`src/rtl/mux_arbiter.sv`:
```
// Two-requester arbitrated multiplexer.
// Requester 0 and requester 1 compete for one data path. A granted requester
// keeps the mux for up to MAX_BURST consecutive cycles while the other one
// waits; ties out of IDLE go to whichever side did not own the mux last.
// The selected data and a valid flag are registered one cycle after the grant.
module mux_arbiter #(
    parameter int WIDTH     = 1,
    parameter int MAX_BURST = 4
) (
    input  logic             clk,
    input  logic             rst,
    input  logic             req_0,
    input  logic             req_1,
    input  logic [WIDTH-1:0] din_0,
    input  logic [WIDTH-1:0] din_1,
    output logic             gnt_0,
    output logic             gnt_1,
    output logic             sel,
    output logic [WIDTH-1:0] mux_out,
    output logic             out_valid
);

    typedef enum logic [1:0] {
        IDLE = 2'd0,
        OWN0 = 2'd1,
        OWN1 = 2'd2
    } state_t;

    // Burst limit in the width of the counter; legal values are 1..15.
    localparam logic [3:0] MAX_CNT = 4'(MAX_BURST);

    state_t             state_q, state_d;
    logic               last_q, last_d;     // 0/1: requester that owned the mux most recently
    logic [3:0]         cnt_q, cnt_d;       // consecutive cycles of the current ownership
    logic               sel_q, sel_d;
    logic [WIDTH-1:0]   mux_q;
    logic               valid_q;

    // Next-state arbitration: ownership, tie-break and burst limiting.
    always_comb begin
        state_d = state_q;
        case (state_q)
            IDLE: begin
                if (req_0 && req_1) begin
                    // Tie: hand the mux to the side that did not have it last.
                    state_d = last_q ? OWN0 : OWN1;
                end else if (req_0) begin
                    state_d = OWN0;
                end else if (req_1) begin
                    state_d = OWN1;
                end
            end
            OWN0: begin
                if (!req_0) begin
                    state_d = req_1 ? OWN1 : IDLE;
                end else if ((cnt_q == MAX_CNT) && req_1) begin
                    state_d = OWN1;
                end
            end
            OWN1: begin
                if (!req_1) begin
                    state_d = req_0 ? OWN0 : IDLE;
                end else if ((cnt_q == MAX_CNT) && req_0) begin
                    state_d = OWN0;
                end
            end
            default: state_d = IDLE;
        endcase
    end

    // Burst counter, last-owner tracking and select, all keyed on the next state.
    always_comb begin
        cnt_d  = cnt_q;
        last_d = last_q;
        sel_d  = sel_q;
        if (state_d == IDLE) begin
            cnt_d = 4'd0;
        end else if (state_d != state_q) begin
            // Fresh ownership (from IDLE or a direct hand-over).
            cnt_d  = 4'd1;
            last_d = (state_d == OWN1);
        end else if (cnt_q < MAX_CNT) begin
            cnt_d = cnt_q + 4'd1;
        end
        if (state_d == OWN1) begin
            sel_d = 1'b1;
        end else if (state_d == OWN0) begin
            sel_d = 1'b0;
        end
    end

    // State, counter, owner and select registers.
    always_ff @(posedge clk) begin
        if (rst) begin
            state_q <= IDLE;
            cnt_q   <= 4'd0;
            last_q  <= 1'b1;   // requester 0 wins the first tie after reset
            sel_q   <= 1'b0;
        end else begin
            state_q <= state_d;
            cnt_q   <= cnt_d;
            last_q  <= last_d;
            sel_q   <= sel_d;
        end
    end

    // Data path: register the currently selected input and whether its owner is still requesting.
    always_ff @(posedge clk) begin
        if (rst) begin
            mux_q   <= '0;
            valid_q <= 1'b0;
        end else begin
            mux_q   <= sel_q ? din_1 : din_0;
            valid_q <= ((state_q == OWN0) && req_0) || ((state_q == OWN1) && req_1);
        end
    end

    assign gnt_0     = (state_q == OWN0);
    assign gnt_1     = (state_q == OWN1);
    assign sel       = sel_q;
    assign mux_out   = mux_q;
    assign out_valid = valid_q;

endmodule

```
`config.mk`:
```
export PLATFORM = sky130hd
export DESIGN_NAME = mux_arbiter
export DESIGN_NICKNAME = d
export VERILOG_FILES = /design/src/rtl/mux_arbiter.sv
export SDC_FILE = /design/constraint.sdc
export NUM_CORES = 1
export LEC_CHECK = 0
export CAP_MARGIN = 5
export CORE_MARGIN = 2
export CORE_UTILIZATION = 43
export DETAILED_ROUTE_END_ITERATION = 10
export PLACE_DENSITY = 0.73
export SLEW_MARGIN = 25
export SYNTH_ARGS = -nofsm -noshare
export SYNTH_HDL_FRONTEND = slang
export SYNTH_SLANG_ARGS = --single-unit
```
`constraint.sdc`:
```
create_clock -name clk -period 2 [get_ports clk]
set_clock_uncertainty 0.15 [all_clocks]
set_input_delay 0.2 -clock clk [delete_from_list [all_inputs] [get_ports clk]]
set_output_delay 0.2 -clock clk [all_outputs]
set_load 0.05 [all_outputs]
```
==> flow_summary.toml, run 1 <==
[routing]
vias = 541
wirelength_microns = 1210
viasPerCell = 5.30
detail-route-antenna-nets = 0
dr.pass1.iters = 3
drtIter0Drc = 8
wl_per_cell_microns = 11.9
drc = 0

[critical_path]
critPathArrivalTime_ps = 1980
crit_top_cell = "ha_4"
critPathCaptureType = "flip-flop"
crit_required_ps = 2000
worst_path_max_delay_cell = "dfxtp_2"
slowest_delay_ps = 330
critPathKind = "flip-flop to flip-flop"
cp_max_fo = 3
cp_cell_sequence = "inv_2 -> ha_4 -> nand3b_1 -> mux2_4 -> nand4_1 -> buf_4 -> ha_4 -> and3_1 -> a211o_1"
cp-start-kind = "flip-flop"

[timing]
fmax_mhz = 504
setup_ws_ps = 14.0
min_period_over_period_pct = 99.3
period_minus_slack_ps = 1990
relSlewSlack_pct = 66.9
tightest_slew_ps = 495
rsz0062_at_grt = "true"
setup_viol = 0
hold_viol = 0
slew_violations = 0
fin_tns_setup_ps = 0

[yosys]
async_reset_ff_share_pct = 0
synthesis.area_sq_um = 582
synth_cell_types = 29
synth-seq-cells = 10
yosysWarningCount = 0
postSynthAreaPerCell_sq_um = 9.24
synth-main-ff-cell = "dfxtp_1"
seq_area_frac_synth_pct = 34.4
syn_nets = 73
syn_inst = 63
synth_edf_count = 0

[clock_network]
cts_tree = "built"
cts-buffers-inserted = 3
ctsLongestPathBuffers = 2
cts-root-buf = "clkbuf_4"
clk_pin_slew_worst_paths_ps = 60
clock_sinks = 10
htree_levels = 1
clk_latency_ps = 260
hold_buffers = 0

[die]
die_area_sq_um = 1660
core_area_sq_um = 1280
pin_count = 11
die_h_microns = 40.8
start_util_pct = 45.3
num_rows = 13
die_x_microns = 40.8

[global_route]
grt_max_degree = 11
grt_pass1_vias = 504
grt_overflow_total = 0
grt_pass1_wl_microns = 1990
antenna_found_initial = 0
grt_use_total_pct = 18.9

[finish]
diodes = 0
drive_above_1_share_pct = 39.1
final_core_util_pct = 65.1
instances_no_fill = 102
area_growth_pct = 43.9
final_common_cell = "buf_4"
final_cell_mix = "buf_4 (16), nor2_1 (8), dfxtp_1 (8), clkdlybuf4s50_1 (8), nand2_1 (5)"
layout.nets = 99

[place]
pre_cts_ws_ps = -204
place.gp.congestion = 0.774
io_buffers = 10
place_inst = 96
dp_hpwl_microns = 922

[power_and_ir_drop]
total_power_w = 0.000528
leakage_nw = 0.350
p_per_area_nw_per_um2 = 630
ir_worst_vdd_mv = 0.463

[status]
outcome = "finished, final reports clean"

[job]
maxCapViolCount = 0

[min_path]
hp-class = "flip-flop to flip-flop"
## per-layer routing
metal | up-vias | GRT usage (%) | part of all wire [%]
met5 | - | 0 | 0
met4 | 0 | 12.5 | 2.4
met3 | 4 | 3.26 | 3.6
met2 | 14 | 32.4 | 44
met1 | 249 | 21.1 | 50
li1 | 274 | - | -
## logic make-up after synthesis
family          Yosys count  share of synthesized area [%]
simple gates             26                           27.3
compound gates           10                           13.3
flops                    10                           34.4
buf+inv                   8                           7.74
mux                       4                           7.10
fa+ha+maj                 4                           8.60
xor+xnor                  1                           1.51
## where the power goes
part / switching, W / leakage (nW) / internal (W)
registers: 0.0000118 / 0.0828 / 0.000213
clock network: 0.0000610 / 0.0138 / 0.0000691
logic: 0.0000862 / 0.254 / 0.0000865
## stage by stage
step | instance area (sq um) | hold WS (ps)
floorplan | 603 | 190
global placement | 773 | 331
detailed placement | 773 | 333
CTS | 823 | 343
global route | 837 | 369
finish | 837 | 355
## synthesized netlist by cell type (2+ instances only)
cell	n	share of area [%]
inv_1	5	3.2
a21oi_1	2	1.7
nand2_1	5	3.2
nor2_1	8	5.2
nor4_1	2	2.2
nor4_2	2	4.3
ha_1	4	8.6
buf_6	2	3.9
dfxtp_1	10	34
mux2i_1	3	5.2
nand4b_1	2	3.0
## worst max-delay path, delay by kind of cell (launching register included)
kind,cells,cell delay [ps]
AOI/OAI and AO/OA,1,220
adders and majority gates,2,280
buffers and inverters,2,250
DFF,1,330
muxes,1,220
and+or+nand+nor,3,420
## state kept, by name, indices dropped and copies added (netlist names)
register and cells:
cnt_q 4, last_q 1, mux_out 1, out_valid 1, sel 1, state_q 2
## worst paths after layout
check / startpoint / to / slack, ps / cells past startpoint
setup / recovery: cnt_q[0]$_SDFFE_PP0P_ / last_q$_SDFFE_PP1P_ / 10 / 9
hold / removal: cnt_q[3]$_SDFFE_PP0P_ / cnt_q[3]$_SDFFE_PP0P_ / 360 / 2
setup reg to reg: cnt_q[0]$_SDFFE_PP0P_ / last_q$_SDFFE_PP1P_ / 10 / 9
hold reg to reg: cnt_q[3]$_SDFFE_PP0P_ / cnt_q[3]$_SDFFE_PP0P_ / 360 / 2
## cell type report
cell class	instances	area, sq um
clock buffer	3	22.5
tap	15	18.8
timing repair buffer	24	200
inverter	5	18.8
multi-input combinational	45	374
fill	117	448
sequential	10	203
## what timing repair did
item,in CTS,in global routing
pin swaps,5,0
resized for setup,3,1
setup buffers,2,1
endpoints found under the hold margin,0,0
endpoints found under the setup margin,1,3
No activity file was read; power rests on OpenSTA's default activity.
==> run 2: changes to the inputs <==
--- a/config.mk
+++ b/config.mk
@@ -9,7 +9,8 @@
 export CORE_MARGIN = 2
 export CORE_UTILIZATION = 43
 export DETAILED_ROUTE_END_ITERATION = 10
-export PLACE_DENSITY = 0.73
+export PLACE_DENSITY = 0.7
+export SETUP_SLACK_MARGIN = 0.02
 export SLEW_MARGIN = 25
 export SYNTH_ARGS = -nofsm -noshare
 export SYNTH_HDL_FRONTEND = slang
==> constraint.sdc (replaced) <==
create_clock -name clk -period 2.3 [get_ports clk]
set_clock_uncertainty 0.15 [all_clocks]
set_input_delay 0.23 -clock clk [delete_from_list [all_inputs] [get_ports clk]]
set_output_delay 0.23 -clock clk [all_outputs]
set_load 0.05 [all_outputs]
==> run 2 against run 1 <==
Effect of this change: sequential power down 12%; routed wire length down 2.4%; final area down 10%; sequential share of layout area up 2.4 points; setup slack better by 120 ps; global-route usage down 1.4 points; critical path type is now flip-flop to primary output; largest power group unchanged; highest routed layer is now met3.
==> flow_summary.toml, run 2 (synthesis results as in run 1) <==
[global_route]
grt_pass1_vias = 467
antenna_found_initial = 0
grt_max_degree = 11
grt_use_total_pct = 17.5
grt_overflow_total = 0
grt_pass1_wl_microns = 1880

[finish]
diodes = 0
reg_top3 = "cnt_q x4, state_q x2"
final_core_util_pct = 58.5
drive_above_1_share_pct = 22.5
fin_area_sq_um = 752
final_cell_mix = "dfxtp_1 (10), clkdlybuf4s50_1 (10), nor2_1 (8), buf_4 (7)"
instances_no_fill = 95
regMostFlops = "cnt_q"
largest_reg_flops = 4
area_growth_pct = 29.2
layout.nets = 92

[status]
outcome = "finished, final reports clean"

[critical_path]
cp_cell_sequence = "nor2b_4 -> clkdlybuf4s50_1"
crit_required_ps = 1920
critPathCaptureType = "primary output"
worst_path_max_delay_cell = "clkdlybuf4s50_1"
slowest_delay_ps = 800
crit_buf_inv = 1
critical-path-top-delay-family = "buffers and inverters"
critPathKind = "flip-flop to primary output"
cp_max_fo = 9
critPathArrivalTime_ps = 1780
cp-start-kind = "flip-flop"

[clock_network]
hold_buffers = 0
ctsLongestPathBuffers = 2
clk_latency_ps = 260
cts_tree = "built"
htree_levels = 1
clk_pin_slew_worst_paths_ps = 70
cts-buffers-inserted = 3
cts-root-buf = "clkbuf_4"
clock_sinks = 10

[power_and_ir_drop]
leakage_nw = 0.303
ir_worst_vdd_mv = 0.425
p_per_area_nw_per_um2 = 583
total_power_w = 0.000439

[place]
placed_area_sq_um = 712
place.gp.congestion = 0.752
pre_cts_ws_ps = -86.1
io_buffers = 10
place_inst = 90
dp_hpwl_microns = 899

[timing]
hold_viol = 0
rsz0062_at_grt = "false"
period_minus_slack_ps = 2160
min_period_over_period_pct = 94.0
fmax_mhz = 462
setup_viol = 0
slew_violations = 0
setup_ws_ps = 138
relSlewSlack_pct = 66.4
tightest_slew_ps = 502

[die]
core_area_sq_um = 1280
start_util_pct = 45.3
pin_count = 11
num_rows = 13
die_h_microns = 40.8
die_x_microns = 40.8
die_area_sq_um = 1660

[routing]
dr.pass1.iters = 4
vias = 520
drc = 0
drtIter0Drc = 8
wl_per_cell_microns = 12.5
detail-route-antenna-nets = 0
viasPerCell = 5.47
wirelength_microns = 1190

[min_path]
hp-class = "flip-flop to flip-flop"

[job]
maxCapViolCount = 0
[run 2: routing by layer]
metal	track usage [%]	wire, microns
met5	0	0
met4	5.00	0
met3	5.43	38
met2	28.5	593
met1	21.9	553
[run 2: through the flow]
stage	hold slack, ps	TNS, ps
after detailed placement	347	-86.1
after global placement	331	-41.4
final	363	0
after floorplan	220	0
after global routing	385	0
after CTS	359	0
[run 2: power breakdown]
part / leakage (nW) / switching, W / internal, W
registers: 0.0821 / 0.0000121 / 0.000185
clock network: 0.0138 / 0.0000585 / 0.0000603
logic: 0.207 / 0.0000651 / 0.0000581
total: 0.303 / 0.000136 / 0.000303
[run 2: what timing repair did]
action | 4_1_cts | 5_1_grt
hold endpoints to repair | 0 | 0
setup endpoints to repair | 0 | 2
setup buffers | 0 | 2
resized for setup | 0 | 1
[run 2: area by class of cell]
cell class                 count  area [sq um]
multi-input combinational     45           339
fill                         126           533
tap                           15          18.8
clock buffer                   3          22.5
sequential                    10           200
inverter                       5          18.8
timing repair buffer          17           153
[run 2: final timing paths]
path | startpoint | end | slack [ps] | depth (start not counted)
hold reg to reg | last_q$_SDFFE_PP1P_ | last_q$_SDFFE_PP1P_ | 360 | 1
setup / recovery | state_q[0]$_SDFF_PP0_ | gnt_0 | 140 | 2
setup reg to reg | cnt_q[0]$_SDFFE_PP0P_ | last_q$_SDFFE_PP1P_ | 170 | 9
hold / removal | last_q$_SDFFE_PP1P_ | last_q$_SDFFE_PP1P_ | 360 | 1
==> run 3: changes to the inputs <==
--- a/config.mk
+++ b/config.mk
@@ -6,7 +6,7 @@
 export NUM_CORES = 1
 export LEC_CHECK = 0
 export CAP_MARGIN = 5
-export CORE_MARGIN = 2
+export CORE_MARGIN = 4
 export CORE_UTILIZATION = 43
 export DETAILED_ROUTE_END_ITERATION = 10
 export PLACE_DENSITY = 0.7
==> run 3 against run 2 <==
Effect of this change: core utilization increased by 3.7 points; highest routed layer is now met4; register-to-register slack lost 20 ps; critical path depth grew 7; sequential share of layout area grew 0.50 points; combinational power decreased by 3%.
==> flow_summary.toml, run 3 (synthesis results as in run 1) <==
[clock_network]
cts_resized = 0
cts-buffers-inserted = 3
cts_tree = "built"
hold_buffers = 0
clock_sinks = 10
htree_levels = 1
clk_pin_slew_worst_paths_ps = 60
post-cts-setup-buffer-count = 0
clk_latency_ps = 250
cts-root-buf = "clkbuf_4"
ctsLongestPathBuffers = 2

[finish]
drive_above_1_share_pct = 20.5
layout.nets = 90
reg_top3 = "cnt_q x4, state_q x2"
regMostFlops = "cnt_q"
diodes = 0
n_fill_cell = 107
final_common_cell = "dfxtp_1"
area_growth_pct = 26.9
largest_reg_flops = 4
final_cell_mix = "dfxtp_1 (10), clkdlybuf4s50_1 (9), nor2_1 (8)"

[die]
die_area_sq_um = 2010
core_area_sq_um = 1190
start_util_pct = 49.1
num_rows = 12
die_x_microns = 44.8
die_h_microns = 44.8
pin_count = 11

[place]
io_buffers = 10
place.gp.congestion = 0.835
dp_hpwl_microns = 816

[routing]
vias = 483
wl_per_cell_microns = 11.6
drc = 0
viasPerCell = 5.25
dr.pass1.iters = 4
drtIter0Drc = 15
wirelength_microns = 1070
detail-route-antenna-nets = 0

[timing]
fmax_mhz = 465
min_period_over_period_pct = 93.6
setup_viol = 0
tightest_slew_ps = 500
rsz0062_at_grt = "true"
slew_violations = 0
period_minus_slack_ps = 2150
relSlewSlack_pct = 66.6
hold_viol = 0
fin_tns_setup_ps = 0

[global_route]
grt_use_total_pct = 12.2
grt_pass1_vias = 419
grt_overflow_total = 0
antenna_found_initial = 0
grt_pass1_wl_microns = 1780
grt_max_degree = 11

[critical_path]
cp_max_fo = 3
cp-start-kind = "flip-flop"
critPathArrivalTime_ps = 2150
crit_required_ps = 2300
critPathKind = "flip-flop to flip-flop"
critPathCaptureType = "flip-flop"

[status]
outcome = "finished, final reports clean"

[power_and_ir_drop]
ir_worst_vdd_mv = 0.417
p_per_area_nw_per_um2 = 578
leakage_nw = 0.311
total_power_w = 0.000426

[job]
maxCapViolCount = 0

[min_path]
hp-class = "flip-flop to flip-flop"
## run 3: cell types whose count changed in the layout (fill, tap and decap cells not counted)
cell,delta
dlymetal6s2s_1,+1
clkdlybuf4s50_1,-1
buf_4,-2
## run 3: power by group
group / total [W] / switching, W / leakage, nW / internal (W)
clock network: 0.000110 / 0.0000497 / 0.0138 / 0.0000599
registers: 0.000197 / 0.0000127 / 0.0821 / 0.000185
logic: 0.000119 / 0.0000635 / 0.215 / 0.0000559
## run 3: final timing paths
| path | cells past startpoint | from | slack (ps) | endpoint |
|---|---|---|---|---|
| worst max-delay path | 9 | cnt_q[0]$_SDFFE_PP0P_ | 150 | last_q$_SDFFE_PP1P_ |
| worst max register to register | 9 | cnt_q[0]$_SDFFE_PP0P_ | 150 | last_q$_SDFFE_PP1P_ |
| worst min register to register | 2 | cnt_q[3]$_SDFFE_PP0P_ | 340 | cnt_q[3]$_SDFFE_PP0P_ |
| worst min-delay path | 2 | cnt_q[3]$_SDFFE_PP0P_ | 340 | cnt_q[3]$_SDFFE_PP0P_ |
## run 3: area by class of cell
class	count	area (sq um)	area share, %
Clock buffer	3	22.5	3.05
Sequential cell	10	200	27.1
Multi-Input combinational cell	45	339	45.9
Inverter	5	18.8	2.54
Tap cell	14	17.5	2.37
Timing Repair Buffer	15	140	19.0
## run 3: per-layer routing
metal,GRT usage [%],routed length (microns),vias to the layer above
li1,-,-,256
met1,16.9,552,215
met2,16.3,443,10
met3,2.79,59,2
met4,8.77,14,0
met5,0,0,-
## run 3: critical path: stages (launching register included)
cell and delay, ps:
dfxtp_1 340, inv_1 70, ha_1 230, nand4b_1 120
a21boi_0 90, a311o_1 370, ha_2 220, a21oi_2 110
nand2_1 70, a211o_1 290
## run 3: metrics by stage
step / cell area (sq um) / hold slack (ps) / worst slack, ps / utilization [%] / cells
global route: 738 / 382 / 18.6 / 62.2 / 92
global placement: 711 / 332 / 55.9 / 59.9 / 89
detailed placement: 711 / 330 / 61.9 / 59.9 / 89
CTS: 733 / 338 / 111 / 61.8 / 92
finish: 738 / 338 / 147 / 62.2 / 92
floorplan: 582 / 220 / 161 / - / 63
